--- src/rtl/fir_coef_ctrl.sv ---
// Runtime coefficient controller for the Tx FIR.
// Coefficients stream into a shadow bank, swap atomically into the active bank
// on a sample-boundary strobe, and out_valid is held low while the FIR delay
// line drains products computed from the previous bank.
module fir_coef_ctrl #(
    parameter int H         = 13,
    parameter int CW        = 9,
    parameter int DEF_C0    = 128,
    parameter int FLUSH_CYC = H + 2
) (
    input  logic            clk,
    input  logic            rst,
    input  logic            cfg_start,
    input  logic            cfg_valid,
    input  logic [CW-1:0]   cfg_data,
    output logic            cfg_ready,
    input  logic            sample_en,
    output logic [H*CW-1:0] coeffs_flat,
    output logic            out_valid,
    output logic            cfg_done,
    output logic            cfg_err,
    output logic            busy
);

    localparam int IDX_W = $clog2(H);
    localparam int CNT_W = $clog2(FLUSH_CYC + 1);

    localparam logic [CW-1:0]    DEF_C0_V   = CW'(DEF_C0);
    localparam logic [CNT_W-1:0] FLUSH_INIT = CNT_W'(FLUSH_CYC - 1);
    localparam logic [IDX_W-1:0] LAST_IDX   = IDX_W'(H - 1);

    typedef enum logic [1:0] {
        S_IDLE  = 2'd0,
        S_LOAD  = 2'd1,
        S_ARMED = 2'd2,
        S_FLUSH = 2'd3
    } state_t;

    state_t            state_q, state_d;
    logic [IDX_W-1:0]  idx_q, idx_d;
    logic [CNT_W-1:0]  cnt_q, cnt_d;
    logic              cfg_ready_q, cfg_ready_d;
    logic              out_valid_q, out_valid_d;
    logic              cfg_done_q, cfg_done_d;
    logic              cfg_err_q, cfg_err_d;
    logic              busy_q, busy_d;
    // Set by reset so the flush that follows reset does not report cfg_done.
    logic              boot_q, boot_d;

    logic [CW-1:0]     shadow_q [H];
    logic [CW-1:0]     shadow_d [H];
    logic [CW-1:0]     active_q [H];
    logic [CW-1:0]     active_d [H];

    // A restart request in LOAD takes priority over a coincident beat.
    logic beat;
    logic last_beat;
    logic swap;

    assign beat      = (state_q == S_LOAD) && cfg_valid && cfg_ready_q && !cfg_start;
    assign last_beat = beat && (idx_q == LAST_IDX);
    assign swap      = (state_q == S_ARMED) && sample_en;

    // State register; reset lands in FLUSH so the FIR drains its power-up contents.
    always_ff @(posedge clk) begin
        if (rst) begin
            state_q <= S_FLUSH;
        end else begin
            state_q <= state_d;
        end
    end

    // Next-state logic.
    always_comb begin
        state_d = state_q;
        case (state_q)
            S_IDLE:  if (cfg_start)      state_d = S_LOAD;
            S_LOAD:  if (last_beat)      state_d = S_ARMED;
            S_ARMED: if (sample_en)      state_d = S_FLUSH;
            S_FLUSH: if (cnt_q == '0)    state_d = S_IDLE;
            default:                     state_d = S_IDLE;
        endcase
    end

    // Output and counter next values; every output is registered from these.
    always_comb begin
        idx_d       = idx_q;
        cnt_d       = cnt_q;
        cfg_ready_d = cfg_ready_q;
        out_valid_d = out_valid_q;
        cfg_done_d  = 1'b0;
        cfg_err_d   = 1'b0;
        boot_d      = boot_q;
        busy_d      = (state_d != S_IDLE);
        case (state_q)
            S_IDLE: begin
                if (cfg_start) begin
                    idx_d       = '0;
                    cfg_ready_d = 1'b1;
                end
            end
            S_LOAD: begin
                if (cfg_start) begin
                    cfg_err_d = 1'b1;
                    idx_d     = '0;
                end else if (beat) begin
                    if (last_beat) begin
                        cfg_ready_d = 1'b0;
                    end else begin
                        idx_d = idx_q + IDX_W'(1);
                    end
                end
            end
            S_ARMED: begin
                if (cfg_start) begin
                    cfg_err_d = 1'b1;
                end
                if (sample_en) begin
                    out_valid_d = 1'b0;
                    cnt_d       = FLUSH_INIT;
                end
            end
            S_FLUSH: begin
                if (cfg_start) begin
                    cfg_err_d = 1'b1;
                end
                if (cnt_q == '0) begin
                    out_valid_d = 1'b1;
                    cfg_done_d  = !boot_q;
                    boot_d      = 1'b0;
                end else begin
                    cnt_d = cnt_q - CNT_W'(1);
                end
            end
            default: begin
                cfg_ready_d = 1'b0;
            end
        endcase
    end

    // Per-tap bank update: shadow takes the beat addressed by idx, active copies
    // the whole shadow only on the swap cycle so the FIR never sees a mixed bank.
    generate
        for (genvar gi = 0; gi < H; gi++) begin : g_tap
            always_comb begin
                shadow_d[gi] = shadow_q[gi];
                if (beat && (idx_q == IDX_W'(gi))) begin
                    shadow_d[gi] = cfg_data;
                end
            end

            always_comb begin
                active_d[gi] = active_q[gi];
                if (swap) begin
                    active_d[gi] = shadow_q[gi];
                end
            end

            assign coeffs_flat[(H-1-gi)*CW +: CW] = active_q[gi];
        end
    endgenerate

    // Datapath and output registers.
    always_ff @(posedge clk) begin
        if (rst) begin
            idx_q       <= '0;
            cnt_q       <= FLUSH_INIT;
            cfg_ready_q <= 1'b0;
            out_valid_q <= 1'b0;
            cfg_done_q  <= 1'b0;
            cfg_err_q   <= 1'b0;
            busy_q      <= 1'b1;
            boot_q      <= 1'b1;
            for (int i = 0; i < H; i++) begin
                shadow_q[i] <= '0;
                active_q[i] <= (i == 0) ? DEF_C0_V : '0;
            end
        end else begin
            idx_q       <= idx_d;
            cnt_q       <= cnt_d;
            cfg_ready_q <= cfg_ready_d;
            out_valid_q <= out_valid_d;
            cfg_done_q  <= cfg_done_d;
            cfg_err_q   <= cfg_err_d;
            busy_q      <= busy_d;
            boot_q      <= boot_d;
            for (int i = 0; i < H; i++) begin
                shadow_q[i] <= shadow_d[i];
                active_q[i] <= active_d[i];
            end
        end
    end

    assign cfg_ready = cfg_ready_q;
    assign out_valid = out_valid_q;
    assign cfg_done  = cfg_done_q;
    assign cfg_err   = cfg_err_q;
    assign busy      = busy_q;

endmodule
--- config.mk ---
export PLATFORM = sky130hd
export DESIGN_NAME = fir_coef_ctrl
export DESIGN_NICKNAME = d
export VERILOG_FILES = /design/src/rtl/fir_coef_ctrl.sv
export SDC_FILE = /design/constraint.sdc
export NUM_CORES = 1
export LEC_CHECK = 0
export BUFFER_PORTS_ARGS = -buffer_cell sky130_fd_sc_hd__buf_2
export CAP_MARGIN = 20
export CORE_UTILIZATION = 40
export DETAILED_ROUTE_END_ITERATION = 8
export GPL_TIMING_DRIVEN = 0
export PLACE_DENSITY = 0.66
export SLEW_MARGIN = 20
export SYNTH_ARGS = -nofsm -noshare
export SYNTH_HDL_FRONTEND = slang
export SYNTH_SLANG_ARGS = --single-unit
--- constraint.sdc ---
create_clock -name clk -period 2.7 [get_ports clk]
set_clock_uncertainty 0.05 [all_clocks]
set_input_delay 0.27 -clock clk [delete_from_list [all_inputs] [get_ports clk]]
set_output_delay 0.27 -clock clk [all_outputs]
set_load 0.02 [all_outputs]
==> metrics.md <==
| Metric | Value |
|---|---|
| Clock Sinks | `250` |
| Nets | `roughly 1.3k` |
| Async SR Flop Fraction | `0%` |
| Mapped cell area | `9554 um^2` |
| Commonest non-fill, non-tap cell in the layout | `dfxtp_1` |
| Final setup vio count | `0` |
| 1st-iter DRT viols | `499` |
| CTS buffer count | `26` |
| Worst vdd ir | `roughly 0.00048 V` |
| Via density | `5.138` |
| Largest net degree at the start of global routing | `14` |
| Tmin final | `2.011 ns` |
| Layout cells sized above 1 | `17.75%` |
| Overflow after GRT | `0` |
| Core Region | `around 23000 um^2` |
| Syn Area/Cell | `8.814 um^2` |
| Power per cell area | `638.7 nW/um^2` |
| Hold WC Path Type | `in -> reg` |
| Total track usage | `21.49%` |
| Pre-Repair DR Iteration Count | `5` |
| Dpl hpwl | `between 15000 and 20000 um` |
| Crit Path Category | `reg -> reg` |
| Max-cap violation count | `0` |
| Clk pin slew, worst setup/hold paths | `~0.060 ns` |
| Clock Latency Late Sink | `0.54 ns` |
| Max H-tree Level | `1` |
| Fillcell total | `around 2.3k` |
| Final WL | `around 26000 um` |
| Worst Setup End Kind | `flip-flop` |
| CTS tree | `yes` |
| Worst EP arrival | `2.36 ns` |
| Initial antenna violation count | `1` |
| RD Place Congestion | `around 0.89` |
| Startpoint types | `flip-flop` |
| Leak Pwr | `4.621 nW` |
| Worst-Margin Slew | `0.8053 ns` |
| Drt wl/cell | `16.66 um` |
| First-pass GRT wire length | `a little over 40000 um` |
| Unrepaired setup endpoints after global routing | `no` |
| Yosys cell types | `50` |
| Setup Buffers After CTS | `0` |
| Clock Tree Buf Depth | `3` |
| Height of the chip | `roughly 160 um` |
| Fin crit share | `74.49%` |
| Max_slew headroom | `46.18%` |
| ANT nets after route | `0` |
| Vias post-DR | `~8.1k` |
| Most frequent cells in the layout | `dfxtp_1, nand2_1, a21oi_1` |
| Crit path max fanout | `10` |
| Io pins | `136` |
| CP required | `around 3.0 ns` |
| Synth Net Count | `1104` |
| Fin. max-slew vios | `0` |
| Final hold viol count | `0` |
| Die area | `24510 um^2` |
| Status | `finished clean` |
| Seq/Total Area, Yosys | `approximately 52%` |
| Die Wd | `about 160 um` |
| Area Growth Syn to Fin | `19.81%` |
| Ys Warns | `0` |
| Fmax | `between 0.4 and 0.5 GHz` |
| Overall Power | `7.311 mW` |
| Residual DRC | `0` |
| Ys flop type | `dfxtp_1` |
| FF+latch count, synth | `250` |
| CTS root buffer | `clkbuf_16` |
| Setup TNS | `0 ns` |
| Mapped Cells | `1084` |
| Initial core utilization | `roughly 41%` |
| Vias in the first global route | `7740` |
| Num rows | `56` |
| EDFF count, synth | `0` |
| Port bufs | `133` |
[repair_timing]
item,4_1_cts,5_1_grt
endpoints found under the hold margin,1,0
gates resized for setup,0,0
hold buffers,1,0
[state kept, by name, summed over array words and instances, names as in the netlist, 2 cells and up]
| signal | cells |
|---|---|
| cnt_q | 4 |
| shadow_q | 117 |
| idx_q | 4 |
| state_q | 2 |
| active_q | 117 |
[final timing paths]
| path | startpoint | to | slack [ns] | cells after the start |
|---|---|---|---|---|
| setup / recovery | idx_q[0] | shadow_q[1][5] | 0.69 | 6 |
| hold / removal | cfg_data[7] | shadow_q[0][7] | 0.05 | 3 |
| setup reg to reg | idx_q[0] | shadow_q[1][5] | 0.69 | 6 |
| hold reg to reg | shadow_q[0][5] | active_q[0][5] | 0.39 | 2 |
[metrics by stage]
stage | cell area, um^2 | util (%) | setup WS [ns] | hold WS (ns) | instances
6_report | 11450 | 48.77 | 0.6888 | 0.05054 | 1582
3_3_place_gp | 10620 | 45.24 | 0.7053 | 0.3844 | 1536
2_1_floorplan | 9554 | - | 0.9977 | 0.3501 | 1084
3_5_place_dp | 10620 | 45.24 | 0.6909 | 0.3922 | 1536
4_1_cts | 11440 | 48.76 | 0.7048 | 0.02740 | 1581
5_1_grt | 11440 | 48.76 | 0.5567 | 0.04727 | 1581
[worst max-delay path: stages, from the launching register on]
cell,delay [ns]
dfxtp_1,0.34
inv_1,0.12
ha_1,0.29
clkbuf_1,0.43
nand4_1,0.22
buf_2,0.28
mux2i_1,0.15
[cells in the mapped netlist, types with 2 or more instances]
| cell | instances | area (um^2) |
|---|---|---|
| nor2_1 | 10 | 37.54 |
| nor4b_2 | 2 | 30.03 |
| and3_1 | 3 | 18.77 |
| nor4_1 | 2 | 12.51 |
| nand4_1 | 42 | 262.8 |
| clkinv_1 | 2 | 7.510 |
| o21ai_0 | 37 | 185.2 |
| ha_1 | 6 | 75.07 |
| buf_4 | 9 | 67.56 |
| clkbuf_1 | 44 | 165.2 |
| a21oi_1 | 174 | 870.8 |
| nand3b_1 | 4 | 30.03 |
| dfxtp_1 | 250 | 5005 |
| a21o_1 | 2 | 15.01 |
| a311oi_1 | 2 | 17.52 |
| buf_1 | 8 | 30.03 |
| nor2b_1 | 2 | 12.51 |
| buf_2 | 32 | 160.2 |
| nor3_1 | 3 | 15.01 |
| nand2b_1 | 72 | 450.4 |
| and4b_1 | 2 | 20.02 |
| or4b_2 | 2 | 20.02 |
| nand3_1 | 23 | 115.1 |
| inv_1 | 7 | 26.28 |
| nand2_1 | 236 | 885.9 |
| o31ai_1 | 20 | 150.1 |
| nand4b_1 | 2 | 17.52 |
| mux2i_1 | 63 | 630.6 |
| or3b_1 | 2 | 17.52 |
[cells by family (layout without fill, tap and decap cells)]
group	Yosys count	in the layout	share of synthesized area (%)
compound gates	243	243	13.67
fa+ha+maj	6	6	0.7857
simple gates	419	419	21.66
mux	64	64	6.718
flops	250	250	52.38
other cells	0	1	0
buf+inv	102	280	4.780
[metal layers]
metal / track usage (%) / up-vias / routed length (um) / part of all wire, %
met1: 30.00 / 3833 / 12350 / 47
met3: 3.683 / 41 / 1565 / 5.9
met4: 5.649 / 0 / 543 / 2.1
li1: - / 4027 / - / -
met5: 0 / - / 0 / 0
met2: 34.14 / 228 / 11900 / 45
[where the power goes]
part / total (mW) / switching (mW) / leakage (nW) / internal, mW
Combinational: 0.199 / 0.147 / 2.20 / 0.0524
Sequential: 3.70 / 0.00517 / 2.01 / 3.70
Clock: 3.41 / 1.42 / 0.409 / 1.99
Total: 7.31 / 1.57 / 4.62 / 5.74
[final cells by class]
type	instances	area, um^2	share of cell area, %
Inverter	9	33.78	0.2951
Antenna cell	1	2.502	0.02186
Multi-Input combinational cell	732	4093	35.75
Timing Repair Buffer	134	675.6	5.902
Clock inverter	9	81.33	0.7105
Tap cell	319	399.1	3.487
Clock buffer	35	734.5	6.416
Sequential cell	250	5005	43.72
Buffer	93	422.9	3.694
No activity file was read; power rests on OpenSTA's default activity.
